--- src/rtl/gray_code_counter.sv ---
// Gray-code up/down counter with load, clear and terminal-count pulse, plus an
// independent pipelined binary<->Gray converter channel (latency PIPE = 1 or 2).
module gray_code_counter #(
    parameter int WIDTH = 4,
    parameter int INIT  = 0,
    parameter int PIPE  = 1
) (
    input  logic             clk,
    input  logic             rst_n,
    input  logic             en,
    input  logic             up,
    input  logic             ld,
    input  logic [WIDTH-1:0] ld_val,
    input  logic             clr,
    output logic [WIDTH-1:0] b,
    output logic [WIDTH-1:0] g,
    output logic             tc,
    input  logic             cv_in,
    input  logic             cv_mode,
    input  logic [WIDTH-1:0] cv_d,
    output logic             cv_out,
    output logic [WIDTH-1:0] cv_q
);

    localparam logic [WIDTH-1:0] INIT_B = WIDTH'(INIT);
    // Bits below LO are resolved by the second stage when PIPE == 2.
    localparam int LO = WIDTH / 2;

    function automatic logic [WIDTH-1:0] bin2gray(input logic [WIDTH-1:0] d);
        return d ^ (d >> 1);
    endfunction

    function automatic logic [WIDTH-1:0] gray2bin(input logic [WIDTH-1:0] d);
        logic [WIDTH-1:0] q;
        q = d;
        for (int i = WIDTH - 2; i >= 0; i--) q[i] = q[i+1] ^ d[i];
        return q;
    endfunction

    function automatic logic [WIDTH-1:0] gray2bin_upper(input logic [WIDTH-1:0] d);
        logic [WIDTH-1:0] q;
        q = d;
        for (int i = WIDTH - 2; i >= LO; i--) q[i] = q[i+1] ^ d[i];
        return q;
    endfunction

    function automatic logic [WIDTH-1:0] gray2bin_lower(input logic [WIDTH-1:0] p);
        logic [WIDTH-1:0] q;
        q = p;
        for (int i = LO - 1; i >= 0; i--) q[i] = q[i+1] ^ p[i];
        return q;
    endfunction

    logic [WIDTH-1:0] b_nxt;
    logic             tc_nxt;

    // NOTE: every output of a combinational block gets a default first so no path can infer a latch.
    always_comb begin
        b_nxt  = b;
        tc_nxt = 1'b0;
        if (clr) begin
            b_nxt = '0;
        end else if (ld) begin
            b_nxt = ld_val;
        end else if (en) begin
            if (up) begin
                b_nxt  = b + WIDTH'(1);
                tc_nxt = &b;
            end else begin
                b_nxt  = b - WIDTH'(1);
                tc_nxt = ~|b;
            end
        end
    end

    // NOTE: state registers use non-blocking assignments so every flop samples pre-edge values.
    always_ff @(posedge clk or negedge rst_n) begin
        if (!rst_n) begin
            b  <= INIT_B;
            g  <= bin2gray(INIT_B);
            tc <= 1'b0;
        end else begin
            b  <= b_nxt;
            g  <= bin2gray(b_nxt);
            tc <= tc_nxt;
        end
    end

    generate
        if (PIPE == 1) begin : g_pipe1
            always_ff @(posedge clk or negedge rst_n) begin
                if (!rst_n) begin
                    cv_out <= 1'b0;
                    cv_q   <= '0;
                end else begin
                    cv_out <= cv_in;
                    if (cv_in) cv_q <= cv_mode ? gray2bin(cv_d) : bin2gray(cv_d);
                end
            end
        end else begin : g_pipe2
            logic             s1_v;
            logic             s1_mode;
            logic [WIDTH-1:0] s1_d;

            // NOTE: data stages are reset too, so a reset mid-stream can never leak a stale word.
            always_ff @(posedge clk or negedge rst_n) begin
                if (!rst_n) begin
                    s1_v    <= 1'b0;
                    s1_mode <= 1'b0;
                    s1_d    <= '0;
                    cv_out  <= 1'b0;
                    cv_q    <= '0;
                end else begin
                    s1_v   <= cv_in;
                    cv_out <= s1_v;
                    if (cv_in) begin
                        s1_mode <= cv_mode;
                        s1_d    <= cv_mode ? gray2bin_upper(cv_d) : bin2gray(cv_d);
                    end
                    if (s1_v) cv_q <= s1_mode ? gray2bin_lower(s1_d) : s1_d;
                end
            end
        end
    endgenerate

endmodule

--- config.mk ---
export PLATFORM = sky130hd
export DESIGN_NAME = gray_code_counter
export DESIGN_NICKNAME = d
export VERILOG_FILES = /design/src/rtl/gray_code_counter.sv
export SDC_FILE = /design/constraint.sdc
export NUM_CORES = 1
export LEC_CHECK = 0
export ABC_AREA = 1
export CORE_ASPECT_RATIO = 0.75
export CORE_MARGIN = 3
export CORE_UTILIZATION = 39
export DETAILED_ROUTE_END_ITERATION = 16
export GPL_ROUTABILITY_DRIVEN = 0
export PLACE_DENSITY = 0.82
export SYNTH_ARGS = -nofsm -noshare
export SYNTH_HDL_FRONTEND = slang
export SYNTH_SLANG_ARGS = --single-unit
--- constraint.sdc ---
create_clock -name clk -period 2.6 [get_ports clk]
set_clock_uncertainty 0.2 [all_clocks]
set_input_delay 0.52 -clock clk [delete_from_list [all_inputs] [get_ports clk]]
set_output_delay 0.52 -clock clk [all_outputs]
set_load 0.05 [all_outputs]
==> flow_summary.json, run 1 <==
{
  "dieArea_um2": 2510,
  "syn_avg_cell_area_um2": 7.82,
  "drive_above_1_share_pct": 6.20,
  "ys_types": 20,
  "finalSetupViolCount": 0,
  "placed_cells": 147,
  "vdd_drop_max_uv": 337,
  "min_path_type": "register to register",
  "slowest_delay_ps": 860,
  "clk_pin_slew_worst_paths_ps": 70,
  "grt_first_pass_wirelength_mm": 2.84,
  "worst_slew_pin_slew_ps": 559,
  "cts_buffers": 3,
  "crit_chain": "clkdlybuf4s50_1",
  "wl_per_cell_um": 11.8,
  "crit_required_ps": 1880,
  "antenna_found_initial": 0,
  "slowest_stage": "clkdlybuf4s50_1",
  "post-route-period-util_pct": 90.0,
  "hold_viol_final": 0,
  "max_freq_mhz": 427,
  "start_util_pct": 42.4,
  "start_kind": "register",
  "cts_hold_buf": 0,
  "insertion_delay_ps": 270,
  "rows": 13,
  "crit_family": "buffers and inverters",
  "wl_mm": 1.79,
  "final-max-slew-violation-count": 0,
  "die_w_um": 56.9,
  "cts_resized": 0,
  "ys_seq_area_share_pct": 42.9,
  "grt_usage_pct": 14.9,
  "vias": 696,
  "grt_overflow": 0,
  "clock_sinks": 13,
  "netlist_area_um2": 758,
  "finalSetupTns_ps": 0,
  "place_hpwl_mm": 1.47,
  "rsz0062_at_grt": "no",
  "area_growth_pct": 44.4,
  "drtAntennaViolNets": 0,
  "cp.arrival_ps": 1620,
  "route.detailed.drc": 0,
  "min_period_ps": 2340,
  "mostFrequentLayoutCells": "29 x clkdlybuf4s50_1, 26 x nand2_1, 18 x inv_1",
  "port-buffer-count": 29,
  "clock-root-buffer": "clkbuf_4",
  "vias_per_cell": 4.61,
  "power.leakage_uw": 0.000554,
  "tritoncts": "done",
  "end_kind": "output pin",
  "dieHeight_um": 44.2,
  "cp_max_fo": 7,
  "cts_buffer_depth": 2,
  "syn_nets": 116,
  "first_pass_iters": 4,
  "nFillCells": 167,
  "layout_commonest_cell": "clkdlybuf4s50_1",
  "nNetsFinal": 149,
  "slew_headroom_pct": 62.6,
  "synth_seq_cells": 13,
  "h-tree-depth": 1,
  "p_per_area_nw_per_um2": 544,
  "grt_pass1_vias": 639,
  "io_pins": 30,
  "grt_max_degree": 14,
  "path_class": "register to output pin",
  "syn-instance-count": 97,
  "fp.coreArea_um2": 1790,
  "cp.buffers_inverters": 1,
  "maxCapViolCount": 0,
  "ys_warn_count": 0,
  "final_cells": 151,
  "post_cts_buffers": 0,
  "status": "finished clean",
  "diodes": 0,
  "drtIter0Drc": 6
}
## layout make-up
class	instances	area [um^2]	area share, %
clock buffers	4	26.3	2.40
inverters	20	75.1	6.86
multi-input cells	63	350	32.0
flip-flops and latches	13	325	29.7
well taps	22	27.5	2.51
repair buffers	29	290	26.5
## cells in the mapped netlist
master,count,area [um^2]
xnor2_1,2,17.5
buf_4,1,7.51
ha_1,2,25.0
nand3_1,8,40.0
inv_2,2,7.51
nor3_1,1,5.00
a31oi_1,2,12.5
nand2_1,26,97.6
a41oi_1,1,8.76
nand3_2,2,20.0
o21ai_0,3,15.0
dfrtp_1,13,325
fa_1,1,20.0
a21oi_1,2,10.0
nor2_1,6,22.5
or2_1,2,12.5
o211ai_2,1,12.5
inv_1,18,67.6
o21ai_1,1,5.00
xor2_1,3,26.3
## cell families (layout without fill, tap and decap cells)
logic type	after synthesis	after routing	share of synthesized area [%]
AND/OR/NAND/NOR	45	45	26.1
buffers and inverters	21	53	10.9
flip-flops	13	13	42.9
AO/OA/AOI/OAI	10	10	8.41
XOR/XNOR	5	5	5.78
adder cells (fa/ha/maj)	3	3	5.94
## sequential cells by signal, indices dropped and copies added, names as in the netlist
register / count
b: 4
cv_out: 1
cv_q: 4
g: 3
tc: 1
## path summary, 6_finish.rpt
check	slack, ps	from	end	cells past startpoint
max	260	b[3]	b[3]	1
min	300	cv_q[0]	cv_q[0]	2
max reg2reg	660	b[0]	g[1]	5
min reg2reg	300	cv_q[0]	cv_q[0]	2
max in group asynchronous	1430	rst_n	g[2]	1
min in group asynchronous	410	rst_n	cv_out	1
## per-stage QoR
| stage | hold WS (ps) | setup slack, ps | util [%] | cell area (um^2) | power [uW] |
|---|---|---|---|---|---|
| 4_1_cts | 299 | 241 | 61.2 | 1090 | 602 |
| 6_report | 295 | 259 | 61.2 | 1090 | 596 |
| 5_1_grt | 314 | 168 | 61.2 | 1090 | 631 |
| 2_1_floorplan | 24.4 | 520 | - | 758 | 387 |
| 3_5_place_dp | 278 | 148 | 59.7 | 1070 | 481 |
| 3_3_place_gp | 275 | 230 | 59.7 | 1070 | 474 |
## per-layer routing
metal	up-vias	wire length, um	track usage (%)
li1	366	-	-
met1	313	797	19.4
met2	17	888	24.6
met3	0	99	6.12
met4	0	0	1.39
met5	-	0	0
## report_power, final
part | internal [uW] | switching (uW) | total, uW
registers | 223 | 16.4 | 239
clock network | 59.4 | 59.9 | 119
logic | 89.2 | 148 | 238
total | 371 | 225 | 596
No activity file was read; power rests on OpenSTA's default activity.
==> run 2: changes to the inputs <==
==> constraint.sdc (replaced) <==
create_clock -name clk -period 2.65 [get_ports clk]
set_clock_uncertainty 0.2 [all_clocks]
set_input_delay 0.53 -clock clk [delete_from_list [all_inputs] [get_ports clk]]
set_output_delay 0.53 -clock clk [all_outputs]
set_load 0.05 [all_outputs]
==> results of run 2 <==
The final DEF is identical to that of run 1. Status: finished clean.
Among the figures that moved: setup slack after placement 148 ps -> 188 ps; setup slack after layout 259 ps -> 299 ps; register-to-register setup slack 660 ps -> 710 ps; total power 596 uW -> 585 uW; worst IR drop on VDD 337 uV -> 330 uV
